## config.mk

```make
export PLATFORM = sky130hd
export DESIGN_NAME = dsp_slave_param
export DESIGN_NICKNAME = d
export VERILOG_FILES = /design/src/rtl/dsp_slave_pkg.sv /design/src/rtl/dsp_slave_bereg.sv /design/src/rtl/dsp_slave_param.sv
export SDC_FILE = /design/constraint.sdc
export NUM_CORES = 1
export LEC_CHECK = 0
export BUFFER_PORTS_ARGS = -buffer_cell sky130_fd_sc_hd__buf_2
export CORE_AREA = 3 3 171 173
export CTS_BUF_LIST = sky130_fd_sc_hd__clkbuf_16
export CTS_CLUSTER_SIZE = 12
export DETAILED_ROUTE_END_ITERATION = 10
export DIE_AREA = 0 0 174 176
export HOLD_SLACK_MARGIN = 0.08
export PLACE_DENSITY = 0.75
export SKIP_LAST_GASP = 1
export SLEW_MARGIN = 20
export SYNTH_ARGS = -nofsm -noshare
export SYNTH_HDL_FRONTEND = slang
export SYNTH_SLANG_ARGS = --single-unit
```

## constraint.sdc

```tcl
create_clock -name wb_clk -period 3.87 [get_ports wb_clk]
set_clock_uncertainty 0.05 [all_clocks]
set_input_delay 0.774 -clock wb_clk [delete_from_list [all_inputs] [get_ports wb_clk]]
set_output_delay 0.774 -clock wb_clk [all_outputs]
set_load 0.02 [all_outputs]
```

## src/rtl/dsp_slave_pkg.sv

```systemverilog
// Shared definitions for the DSP Wishbone slave: register index map, CTRL/STATUS bit
// positions, parameter range limits and the index decoder.
package dsp_slave_pkg;

    // Register indices (wb_adr_i[7:2])
    localparam int unsigned IdxCtrl    = 0;
    localparam int unsigned IdxStatus  = 1;
    localparam int unsigned IdxInBase  = 2;
    localparam int unsigned IdxOutBase = 16;

    // CTRL / STATUS bit positions
    localparam int unsigned CtrlStartBit = 0;
    localparam int unsigned CtrlIrqEnBit = 1;
    localparam int unsigned StatDoneBit  = 0;
    localparam int unsigned StatBusyBit  = 1;

    // Legal ranges for the register-count parameters
    localparam int unsigned NumInMin  = 1;
    localparam int unsigned NumInMax  = 14;
    localparam int unsigned NumOutMin = 1;
    localparam int unsigned NumOutMax = 16;

    typedef enum logic [2:0] {
        RegCtrl,
        RegStatus,
        RegIn,
        RegOut,
        RegNone
    } reg_kind_e;

    function automatic reg_kind_e decode_idx(input int unsigned idx,
                                             input int unsigned num_in,
                                             input int unsigned num_out);
        if (idx == IdxCtrl)   return RegCtrl;
        if (idx == IdxStatus) return RegStatus;
        if (idx >= IdxInBase && idx < IdxInBase + num_in)    return RegIn;
        if (idx >= IdxOutBase && idx < IdxOutBase + num_out) return RegOut;
        return RegNone;
    endfunction

endpackage

```

## src/rtl/dsp_slave_bereg.sv

```systemverilog
// DW-wide register with per-byte write enables and asynchronous active-low reset.
// Ports: clk, rst_n, we (write strobe), sel (byte enables), d (write data), q (contents).
module dsp_slave_bereg #(
    parameter int unsigned DW = 32
) (
    input  logic            clk,
    input  logic            rst_n,
    input  logic            we,
    input  logic [DW/8-1:0] sel,
    input  logic [DW-1:0]   d,
    output logic [DW-1:0]   q
);

    always_ff @(posedge clk or negedge rst_n) begin
        if (!rst_n) begin
            q <= '0;
        end else if (we) begin
            for (int unsigned b = 0; b < DW / 8; b++) begin
                if (sel[b]) q[b*8 +: 8] <= d[b*8 +: 8];
            end
        end
    end

endmodule

```

## src/rtl/dsp_slave_param.sv

```systemverilog
// Wishbone slave exposing a DSP core: CTRL, STATUS, NUM_IN read/write input registers and
// NUM_OUT read-only output registers, with start/busy/done handshake and a level interrupt.
// Ports: wb_* Wishbone slave (classic + incrementing burst), dsp_in_o flattened inputs,
// dsp_out_i flattened outputs, done_i completion level, start_o start pulse, busy_o, irq_o.
module dsp_slave_param
    import dsp_slave_pkg::*;
#(
    parameter int unsigned DW            = 32,
    parameter int unsigned AW            = 32,
    parameter int unsigned NUM_IN        = 5,
    parameter int unsigned NUM_OUT       = 5,
    parameter logic [31:0] SLAVE_ADDRESS = 32'h0000_0000
) (
    input  logic                  wb_clk,
    input  logic                  wb_rst_n,
    input  logic [AW-1:0]         wb_adr_i,
    input  logic [DW-1:0]         wb_dat_i,
    input  logic [DW/8-1:0]       wb_sel_i,
    input  logic                  wb_we_i,
    input  logic                  wb_cyc_i,
    input  logic                  wb_stb_i,
    input  logic [2:0]            wb_cti_i,
    input  logic [1:0]            wb_bte_i,
    output logic [DW-1:0]         wb_dat_o,
    output logic                  wb_ack_o,
    output logic                  wb_err_o,
    output logic                  wb_rty_o,
    output logic [NUM_IN*DW-1:0]  dsp_in_o,
    input  logic [NUM_OUT*DW-1:0] dsp_out_i,
    input  logic                  done_i,
    output logic                  start_o,
    output logic                  busy_o,
    output logic                  irq_o
);

    if (NUM_IN < NumInMin || NUM_IN > NumInMax) begin : g_bad_num_in
        $error("NUM_IN out of range");
    end
    if (NUM_OUT < NumOutMin || NUM_OUT > NumOutMax) begin : g_bad_num_out
        $error("NUM_OUT out of range");
    end

    // Only IRQ_EN is storable in CTRL; START is a strobe and never held.
    localparam logic [DW-1:0] CtrlMask = DW'(1) << CtrlIrqEnBit;

    int unsigned   idx_i;
    reg_kind_e     kind;
    logic          access, bad, wr_ok;
    logic          start_wr, done_clr, done_rise;
    logic [DW-1:0] rdata;
    logic [DW-1:0] ctrl_q;
    logic [DW-1:0] in_q [NUM_IN];
    logic          ack_q, err_q, burst_q, start_pend_q, start_q;
    logic          busy_q, done_q, done_prev_q, irq_q;
    logic [DW-1:0] dat_q;
    logic          unused_inputs;

    assign unused_inputs = ^{wb_bte_i, wb_adr_i[AW-1:8], wb_adr_i[1:0], SLAVE_ADDRESS};

    assign idx_i = 32'(wb_adr_i[7:2]);
    assign kind  = decode_idx(idx_i, NUM_IN, NUM_OUT);

    // While the previous beat was an incrementing burst, a new beat is accepted in the
    // same cycle its predecessor is acked, giving one ack per cycle.
    assign access = wb_cyc_i & wb_stb_i & ~wb_err_o & (~wb_ack_o | burst_q);
    assign bad    = (kind == RegNone) | ((kind == RegOut) & wb_we_i);
    assign wr_ok  = access & ~bad & wb_we_i;

    assign start_wr  = wr_ok & (kind == RegCtrl) & wb_sel_i[0] & wb_dat_i[CtrlStartBit];
    assign done_clr  = wr_ok & (kind == RegStatus) & wb_sel_i[0] & wb_dat_i[StatDoneBit];
    assign done_rise = done_i & ~done_prev_q;

    for (genvar k = 0; k < NUM_IN; k++) begin : g_in
        dsp_slave_bereg #(.DW(DW)) u_in_reg (
            .clk   (wb_clk),
            .rst_n (wb_rst_n),
            .we    (wr_ok && (idx_i == IdxInBase + k)),
            .sel   (wb_sel_i),
            .d     (wb_dat_i),
            .q     (in_q[k])
        );
        assign dsp_in_o[k*DW +: DW] = in_q[k];
    end

    dsp_slave_bereg #(.DW(DW)) u_ctrl_reg (
        .clk   (wb_clk),
        .rst_n (wb_rst_n),
        .we    (wr_ok && (kind == RegCtrl)),
        .sel   (wb_sel_i),
        .d     (wb_dat_i & CtrlMask),
        .q     (ctrl_q)
    );

    always_comb begin
        rdata = '0;
        unique case (kind)
            RegCtrl:   rdata = ctrl_q & CtrlMask;
            RegStatus: begin
                rdata[StatDoneBit] = done_q;
                rdata[StatBusyBit] = busy_q;
            end
            RegIn: begin
                for (int unsigned k = 0; k < NUM_IN; k++) begin
                    if (idx_i == IdxInBase + k) rdata = in_q[k];
                end
            end
            RegOut: begin
                for (int unsigned k = 0; k < NUM_OUT; k++) begin
                    if (idx_i == IdxOutBase + k) rdata = dsp_out_i[k*DW +: DW];
                end
            end
            default: rdata = '0;
        endcase
    end

    always_ff @(posedge wb_clk or negedge wb_rst_n) begin
        if (!wb_rst_n) begin
            ack_q        <= 1'b0;
            err_q        <= 1'b0;
            dat_q        <= '0;
            burst_q      <= 1'b0;
            start_pend_q <= 1'b0;
            start_q      <= 1'b0;
            busy_q       <= 1'b0;
            done_q       <= 1'b0;
            done_prev_q  <= 1'b0;
            irq_q        <= 1'b0;
        end else begin
            ack_q        <= access & ~bad;
            err_q        <= access & bad;
            dat_q        <= (access & ~bad & ~wb_we_i) ? rdata : '0;
            burst_q      <= access & (wb_cti_i == 3'b010);
            // START is accepted on the access edge; the pulse follows the ack cycle.
            start_pend_q <= start_wr;
            start_q      <= start_pend_q;
            if (start_pend_q)   busy_q <= 1'b1;
            else if (done_rise) busy_q <= 1'b0;
            if (done_rise)      done_q <= 1'b1;
            else if (done_clr)  done_q <= 1'b0;
            done_prev_q  <= done_i;
            irq_q        <= done_q & ctrl_q[CtrlIrqEnBit];
        end
    end

    assign wb_ack_o = ack_q;
    assign wb_err_o = err_q;
    assign wb_dat_o = dat_q;
    assign wb_rty_o = 1'b0;
    assign start_o  = start_q;
    assign busy_o   = busy_q;
    assign irq_o    = irq_q;

endmodule

```

* Word level (Yosys, flattened, before mapping)
Cells that the tools add are included.
** Storage, ports and cells
- Flip-flop bits (word level) :: 202
- Latch bits :: 0
- RAM bits :: 0
- Memory bits (read-only) :: 0
- Bits of input ports :: 239
- Output and inout port bits :: 198
- Logic and storage cells :: 143
- Memories :: 0
** Operators by class
- Add/sub/neg operators :: 0
- Multipliers :: 0
- Div/mod/pow operators :: 0
- Magnitude comparators :: 4
- Eq/ne operators :: 16
- Shifts and indexed selects :: 0
- Multiplexer cells :: 35
- Bitwise logic cells :: 24
- Reductions and logical operators :: 33
** Operator list (number)
- 32-bit 2-to-1 mux :: 11
- 30-bit case mux with 2 select lines :: 1
- 2-bit AND reduction :: 21
- 32-bit zero test :: 1
- 6-bit by 5-bit equality test with 1-bit output, second input constant :: 5
- 3-bit 2-to-1 mux :: 8
- 6-bit by 3-bit equality test with 1-bit output, second input constant :: 3
- 1-bit AND :: 17
- 1-bit 2-to-1 mux :: 14
- 6-bit by 2-bit equality test with 1-bit output, second input constant :: 2
- 3-bit by 2-bit equality test with 1-bit output, second input constant :: 3
- 1-bit logical AND :: 8
- 2-bit case mux with 4 select lines :: 1
- 6-bit by 1-bit equality test with 1-bit output, second input constant :: 1
- 6-bit by 2-bit greater-or-equal comparator with 1-bit output, second input constant :: 1
- 6-bit by 5-bit greater-or-equal comparator with 1-bit output, second input constant :: 1
- 6-bit by 3-bit less-than comparator with 1-bit output, second input constant :: 1
- 6-bit by 5-bit less-than comparator with 1-bit output, second input constant :: 1
- 1-bit inverter :: 5
- 2-bit nonzero test :: 2
- 3-bit by 1-bit equality test with 1-bit output, second input constant :: 1
- 3-bit equality test, second input constant :: 1
- 3-bit zero test :: 1
- 1-bit OR :: 2

* Logic depth before layout (Yosys ltp)
Gate-level depths: netlist (run 1).
- Word-level depth :: 23
- Depth in mapped cells :: 8
- Depth with buffers taken out :: 5

* Hierarchy
Synthesis (run 1) repeated with hierarchy kept, for this count alone.
** Unflattened totals
- Cells, all modules :: 751
- Area total of the unflattened synthesis :: 10695.3 um^2
** By module, submodules not included
- dsp_slave_bereg :: instances 6, cells an instance 68, area each 1186.1 um^2, seq. area each 800.8 um^2
- dsp_slave_param :: instances 1, cells an instance 343, area each 3578.4 um^2, seq. area each 1026.0 um^2

* Worst setup path after synthesis (run 1)
Ideal clock, no wire load.
- Path type :: input-to-reg
- Start point :: input port wb_adr_i[4]
- End point :: register g_in[0].u_in_reg.q[10]
- Library setup time :: 0.125 ns
- Arrival :: 2.263 ns
- Required time :: 3.695 ns
- Slack :: 1.433 ns
- Stages on the path :: 6
- Buffers on the path :: 2
- Cell sequence :: buf_4 -> or4_4 -> nor2_4 -> and2_1 -> buf_4 -> mux2_2
** Between the ends
- Word-level cells in the longest chain between the ends :: 18
- Elaborated cells between the ends (all ways) :: 35
- Those cells by class :: order compare: 4; eq/ne: 4; mux: 17; bitwise: 5; reduce/logical: 5
** RTL lines
- start, declared :: line dsp_slave_param.sv:16 : input logic [AW-1:0] wb_adr_i,
- 6-bit by 5-bit greater-or-equal comparator with 1-bit output or 6-bit by 5-bit less-than comparator with 1-bit output (tied branches) :: line dsp_slave_pkg.sv:37 : if (idx >= IdxOutBase && idx < IdxOutBase + num_out) return RegOut;
- 1-bit logical AND :: line dsp_slave_pkg.sv:37
- 1-bit 2-to-1 mux (2 in series) :: line dsp_slave_pkg.sv:37
- 1-bit 2-to-1 mux :: line dsp_slave_pkg.sv:36 : if (idx >= IdxInBase && idx < IdxInBase + num_in) return RegIn;
- 1-bit 2-to-1 mux :: line dsp_slave_pkg.sv:35 : if (idx == IdxStatus) return RegStatus;
- 3-bit 2-to-1 mux :: line dsp_slave_pkg.sv:38 : return RegNone;
- 3-bit 2-to-1 mux :: line dsp_slave_pkg.sv:37
- 3-bit 2-to-1 mux :: line dsp_slave_pkg.sv:36
- 3-bit 2-to-1 mux :: line dsp_slave_pkg.sv:35
- 3-bit by 2-bit equality test with 1-bit output :: line dsp_slave_param.sv:66 : assign bad = (kind == RegNone) | ((kind == RegOut) & wb_we_i);
- 1-bit AND :: line dsp_slave_param.sv:66
- 1-bit OR :: line dsp_slave_param.sv:66
- 1-bit inverter :: line dsp_slave_param.sv:67 : assign wr_ok = access & ~bad & wb_we_i;
- 1-bit AND (2 in series) :: line dsp_slave_param.sv:67
- 1-bit logical AND (*) :: line dsp_slave_param.sv:77 : .we (wr_ok && (idx_i == IdxInBase + k)),
- 2-bit AND reduction (no line) (*)
- end signal, assigned by index :: line dsp_slave_bereg.sv:19 : if (sel[b]) q[b*8 +: 8] <= d[b*8 +: 8];
- end, declared :: line dsp_slave_bereg.sv:11 : output logic [DW-1:0] q
Every way passes the cells marked *; elsewhere a longest branch is shown, timed or not. The select of a mux whose other input is x is not followed.
A chain may end at the register's enable or synchronous reset.

* Worst setup path in the final report (run 1)
- Start point :: input port wb_adr_i[2]
- End point :: register g_in[1].u_in_reg.q[29]
** Between the ends
- Word-level cells in the longest chain between the ends :: 18
- Elaborated cells between the ends (all ways) :: 35
- Those cells by class :: order compare: 4; eq/ne: 4; mux: 17; bitwise: 5; reduce/logical: 5
** RTL lines (line)
- 6-bit by 5-bit greater-or-equal comparator with 1-bit output or 6-bit by 5-bit less-than comparator with 1-bit output (tied branches) :: dsp_slave_pkg.sv:37
- 1-bit logical AND :: dsp_slave_pkg.sv:37
- 1-bit 2-to-1 mux (2 in series) :: dsp_slave_pkg.sv:37
- 1-bit 2-to-1 mux :: dsp_slave_pkg.sv:36
- 1-bit 2-to-1 mux :: dsp_slave_pkg.sv:35
- 3-bit 2-to-1 mux :: dsp_slave_pkg.sv:38
- 3-bit 2-to-1 mux :: dsp_slave_pkg.sv:37
- 3-bit 2-to-1 mux :: dsp_slave_pkg.sv:36
- 3-bit 2-to-1 mux :: dsp_slave_pkg.sv:35
- 3-bit by 2-bit equality test with 1-bit output :: dsp_slave_param.sv:66
- 1-bit AND :: dsp_slave_param.sv:66
- 1-bit OR :: dsp_slave_param.sv:66
- 1-bit inverter :: dsp_slave_param.sv:67
- 1-bit AND (2 in series) :: dsp_slave_param.sv:67
- 1-bit logical AND (*) :: dsp_slave_param.sv:77
- 2-bit AND reduction (no line) (*)
- end signal, assigned by index :: dsp_slave_bereg.sv:19
- end, declared :: dsp_slave_bereg.sv:11
Marked as above.

==> metrics, run 1 <==
slew at the pin closest to its max-slew limit=around 840 ps; Post-synth EDFFs=0; initial antenna violation count=3; drt wl/cell=22.7 um; Vias/cell=approximately 5.5; layout cells sized above 1=roughly 53%; Reg clk slew, reported paths=about 60 ps; Worst Setup End Kind=flip-flop; largest net degree at the start of global routing=a little under 100; Seq/Total Area, Yosys=50.2%; Num CTS Buffers=23; critical path class=in2reg; status=finished clean; Initial Util=36.3%; Final Max Tran Viols=0; die area=0.0306 mm2; Synth Flop Type=dfrtp_1; Post-Syn Area=0.0101 mm2; syn nets=1073; peak per-stage delay on the critical path=roughly 500 ps; period utilisation layout=70.6%; Critical R2R Launch=wb_err_o; post_cts resized=0; Final Hold Viols=0; FFs w/ async S/R, synth=100%; via count=just under 9000; routability cong.=0.853; most common cell after layout, fill and taps aside=buf_2; die height=about 180 um; Post-DRT Antenna Nets=0; Synth area leaders=dfrtp_1 50%, mux2_2 18%, mux2i_1 5.0%; Nets=~1500; minimum clock period=between 2000 and 3000 ps; Rel. slew slack=43.8%; Largest register FFs=160; Placed Cells=1581; PortBufs=407; CTS root buffer=clkbuf_16; Peak VDD IR=0.000289 V; global-route wire length before repair=55000 um; maxcap violations=0; CP delay by family, top=buffers and inverters; vias in the first global route=9194; dpl hpwl=approximately 26000 um; maximum clock rate=0.366 GHz; # DRC=0; most flop-heavy register=g_in.u_in_reg.q; Cell Pwr Density=347 mW/mm2; Pre-antenna DRT Iters=5; CP most frequent cell=buf_4; CTS Hold Bufs=0; CTS sink cnt=approximately 200; CP Launch Type=input pin; TritonCTS clock tree=done; synth warn=0; WP data arrival=3060 ps; CP Cell Sequence=buf_4 > buf_4 > and3_2 > buf_4 > nand2_2 > mux2_2; Setup Buffers After CTS=0; commonest cells after routing, fill and taps aside=404 x buf_2, 202 x dfrtp_1, 162 x mux2_2; RSZ-0062 raised after global routing=no; leading area contributor after synthesis=dfrtp_1; reg2reg end=wb_dat_o[14]; Synth top area share=50.2%; Total GRT Usage=between 20% and 30%; Skew-Pair Late Insertion Delay=500 ps; setup TNS=0 ps; synthesized flop and latch total=a little over 200; filler cell count=2604; DRT iter0 DRCs=677; core area=0.0278 mm2; crit path max fanout=25; post-route insts no fill=1623; R2R Setup Slk=~1300 ps; slowest CP cell=and3_2; die width=about 170 um; clk buf depth=3; global route overflow=0; post-synth cell types=52; Layout area overhead=30.8%; Leak Pwr=7.29 nW; Total Wirelength=36900 um; Cell Rows=61; Critical Path RT=4200 ps; crit path buf inv count=3; Final Setup Violations=0; Synth Area per Inst=12.1 um2; path depth of the worst reg2reg path=6; HP Class=in2async; H-tree depth=1; Mapped Cells=834; number of top-level pins=roughly 440
-- where the power goes --
group | switching, mW | internal (mW)
logic | 0.260 | 0.178
clock network | 0.857 | 1.14
registers | 0.00892 | 2.12
-- through the flow --
stage	instance area (um2)	utilization [%]	hold slack [ps]	setup WS (ps)	total power, mW
floorplan	10100	-	305	1430	2.36
finish	13200	47.4	300	1140	4.57
detailed placement	12500	45.0	354	618	2.61
CTS	13200	47.4	322	1140	4.61
global route	13200	47.4	333	1060	4.73
global placement	12500	45.0	348	646	2.60
-- layout make-up --
type                            instances  area [um2]  share of cell area, %
Antenna cell                            2        5.00                 0.0380
Clock buffer                           23         576                   4.37
Clock inverter                         17         101                  0.769
Multi-Input combinational cell        574        4740                   36.0
Sequential cell                       202        5050                   38.4
Tap cell                              378         473                   3.59
Timing Repair Buffer                  427        2230                   16.9
-- logic make-up (layout without fill, tap and decap cells) --
group           count (synthesis)  after routing  share of synthesized area (%)
other cells                     1              3                         0.0372
compound gates                186            186                           12.4
simple gates                  167            167                           9.63
buf+inv                        58            467                           2.97
flops                         202            202                           50.2
fa+ha+maj                       1              1                         0.0994
mux                           219            219                           24.6
-- Yosys cell counts, types with 2 or more instances --
cell type,n
a222oi_1,5
and2_1,4
a21oi_1,26
nor3_1,3
nor2_4,3
a22oi_1,26
buf_1,2
dfrtp_1,202
mux2_2,162
nor2_8,2
nand3_1,28
buf_4,8
o22ai_1,30
o21a_1,24
nor2_1,31
or2_2,2
nor3b_1,2
and3_1,11
nor4_1,2
mux2i_1,50
nand2_4,4
or4b_1,2
clkbuf_1,20
a21o_1,3
mux4_2,7
o21ai_0,32
buf_2,26
nor3_4,3
nand2_1,34
a22o_1,24
a31oi_1,9
nand2b_1,7
nand2_2,9
nor2b_1,12
a221oi_1,2
-- metal layers --
layer  up-vias  routed length [um]  track usage (%)
met4         2                1210             7.77
li1       3892                   -                -
met5         -                  20                0
met1      4407               14400             28.1
met3        86                3110             5.59
met2       468               18100             40.0
-- worst max path at each step --
stage          depth (start not counted)         from  slack, ps                     end
6_report                               6  wb_adr_i[2]       1140  g_in[1].u_in_reg.q[29]
5_1_grt                                6  wb_adr_i[2]       1060  g_in[1].u_in_reg.q[25]
4_1_cts                                6  wb_adr_i[2]       1140  g_in[1].u_in_reg.q[29]
3_5_place_dp                           6  wb_adr_i[2]        620  g_in[1].u_in_reg.q[29]
3_3_place_gp                           6  wb_adr_i[2]        650  g_in[1].u_in_reg.q[30]
2_1_floorplan                          6  wb_adr_i[4]       1430  g_in[0].u_in_reg.q[10]
Note: power is estimated with default switching activity, not from simulation.
==> run 2, diff against run 1 <==
--- a/config.mk
+++ b/config.mk
@@ -6,13 +6,13 @@
 export NUM_CORES = 1
 export LEC_CHECK = 0
 export BUFFER_PORTS_ARGS = -buffer_cell sky130_fd_sc_hd__buf_2
-export CORE_AREA = 3 3 171 173
+export CORE_AREA = 3 3 170 172
 export CTS_BUF_LIST = sky130_fd_sc_hd__clkbuf_16
 export CTS_CLUSTER_SIZE = 12
 export DETAILED_ROUTE_END_ITERATION = 10
-export DIE_AREA = 0 0 174 176
+export DIE_AREA = 0 0 173 175
 export HOLD_SLACK_MARGIN = 0.08
-export PLACE_DENSITY = 0.75
+export PLACE_DENSITY = 0.78
 export SKIP_LAST_GASP = 1
 export SLEW_MARGIN = 20
 export SYNTH_ARGS = -nofsm -noshare
==> constraint.sdc (replaced) <==
create_clock -name wb_clk -period 2.4 [get_ports wb_clk]
set_clock_uncertainty 0.05 [all_clocks]
set_input_delay 0.48 -clock wb_clk [delete_from_list [all_inputs] [get_ports wb_clk]]
set_output_delay 0.48 -clock wb_clk [all_outputs]
set_load 0.02 [all_outputs]
==> run 2 against run 1 <==
  * Global-route usage rose by 0.67 points
  * First-iteration DRC count fell by 17%
  * Clock power rose by 73%
  * Setup slack got worse by 860 ps
  * Highest routed layer unchanged
  * Routed wire length rose by 0.97%
  * Cell count rose by 3.0%
  * Critical path type is now reg2reg
  * Register-to-register slack got worse by 1000 ps
  * Combinational power rose by 71%
==> metrics, run 2 (synthesis results as in run 1) <==
Total Wirelength=37200 um (was 36900 um); R2R Setup Slk=280 ps (was 1320 ps); Leak Pwr=7.61 nW (was 7.29 nW); via count=9101 (was 8855); dpl hpwl=27300 um (was 26300 um); clk buf depth=3 (unchanged); PortBufs=407 (unchanged); DR WL met3=3140 um (was 3110 um); die height=175 um (was 176 um); Placed Cells=1625 (was 1581); routability cong.=0.914 (was 0.853); Largest register FFs=160 (unchanged); Peak VDD IR=0.000473 V (was 0.000289 V); Critical R2R Launch=wb_err_o (unchanged); Place WS=-16.5 ps (was 618 ps); Post-DRT Antenna Nets=0 (unchanged); Rel. slew slack=49.1% (was 43.8%); Nets=1515 (was 1467); filler cell count=2505 (was 2604); Final Max Tran Viols=0 (unchanged); placed inst area=0.0130 mm2 (was 0.0125 mm2); Skew-Pair Late Insertion Delay=510 ps (was 500 ps); maximum clock rate=0.471 GHz; die width=173 um (was 174 um); CTS sink cnt=202 (unchanged); vias in the first global route=9614 (was 9194); period utilisation layout=a little under 90%; TritonCTS clock tree=done (unchanged); post_cts resized=0 (unchanged); number of top-level pins=437 (unchanged); Num CTS Buffers=23 (unchanged); Vias/cell=5.44 (was 5.46); minimum clock period=2120 ps; Pre-antenna DRT Iters=5 (unchanged); global route overflow=0 (unchanged); CTS root buffer=clkbuf_16 (unchanged); initial antenna violation count=3 (unchanged); Total GRT Usage=23.7% (was 23.0%); WP data arrival=2470 ps (was 3060 ps); H-tree depth=1 (unchanged); RSZ-0062 raised after global routing=no (unchanged); commonest cells after routing, fill and taps aside=404 x buf_2, 202 x dfrtp_1, 162 x mux2_2 (unchanged); Final Hold Viols=0 (unchanged); Min-Delay Startpoint=wb_dat_i[26]; DRT iter0 DRCs=563 (was 677); Reg clk slew, reported paths=60 ps (about the same); met2 routed WL=18800 um (was 18100 um); final hold slack=206 ps (was 300 ps); most common cell after layout, fill and taps aside=buf_2 (unchanged); Critical Path RT=2750 ps (was 4200 ps); post-route insts no fill=1672 (was 1623); M1 WL=14000 um (was 14400 um); Initial Util=36.5% (was 36.3%); Cell Pwr Density=554 mW/mm2 (was 347 mW/mm2); Setup Buffers After CTS=0 (unchanged); final setup margin=276 ps (was 1140 ps); crit path max fanout=8 (was 25); global-route wire length before repair=56300 um (was 55000 um); CP Launch Type=flip-flop (was input pin); critical path class=reg2reg (was in2reg); fin area=0.0138 mm2 (was 0.0132 mm2); Final Power=7.65 mW (was 4.57 mW); Layout area overhead=37.1% (was 30.8%); die area=0.0303 mm2 (was 0.0306 mm2); Worst Setup End Kind=flip-flop (unchanged); uppermost layer routed=met5 (unchanged); crit path from=wb_err_o (was wb_adr_i[2]); largest net degree at the start of global routing=61 (was 99); most flop-heavy register=g_in.u_in_reg.q (unchanged); core area=0.0276 mm2 (was 0.0278 mm2); layout cells sized above 1=54.2% (was 52.9%); HP Class=in2reg (was in2async); Final Setup Violations=0 (unchanged); maxcap violations=0 (unchanged); # DRC=0 (unchanged); Cell Rows=61 (unchanged); slew at the pin closest to its max-slew limit=763 ps (was 842 ps); status=finished clean (unchanged); drt wl/cell=22.3 um (was 22.7 um)
run 2: changes by cell type in the layout (fill, tap and decap cells not counted):
cell | previous run | this run
buf_12 | 2 | 19
buf_4 | 20 | 47
bufinv_16 | 1 | 3
clkinv_1 | 3 | 5
clkinv_2 | 5 | 3
clkinv_4 | 1 | 0
diode_2 | 2 | 1
dlygate4sd3_1 | 0 | 4
inv_6 | 0 | 1
run 2: where the power goes:
part | internal [mW] | switching (mW)
Clock | 2.05 | 1.40
Sequential | 3.43 | 0.0149
Combinational | 0.323 | 0.425
run 2: stage by stage:
stage	TNS (ps)	util, %
5_1_grt	0	50.0
6_report	0	50.0
2_1_floorplan	0	-
3_3_place_gp	0	47.2
3_5_place_dp	-72.0	47.2
4_1_cts	0	50.0
run 2: path summary, 6_finish.rpt:
check                                              end  cells past startpoint
max in group asynchronous       g_in[1].u_in_reg.q[18]                      3
min in group asynchronous        g_in[3].u_in_reg.q[4]                      2
worst min register to register                 start_o                      0
worst min-delay path            g_in[0].u_in_reg.q[26]                      2
worst max-delay path            g_in[0].u_in_reg.q[15]                      6
worst max register to register  g_in[0].u_in_reg.q[15]                      6
run 2: worst max-delay path, stage by stage, from the launching register on:
cell and delay (ps):
dfrtp_1 380, nor2b_1 140, and4_1 370, and3_1 370, and2_1 220, buf_12 140, mux2_2 330
run 2: cell type report:
cell class              instances  area, um2  share of cell area [%]
repair buffers                475       2810                    20.3
clock inverters                19        159                    1.15
diodes                          1       2.50                  0.0181
flip-flops and latches        202       5050                    36.6
clock buffers                  23        576                    4.17
multi-input cells             574       4740                    34.3
well taps                     378        473                    3.42
run 2: per-layer routing:
metal	vias to the layer above	GRT usage, %
met5	-	0
met4	4	7.64
met3	85	6.19
met2	484	42.3
met1	4519	27.8
li1	4009	-
run 2: what timing repair did:
action / CTS / global route
setup endpoints to repair: 0 / 0
hold buffers: 4 / 0
hold endpoints to repair: 55 / 0
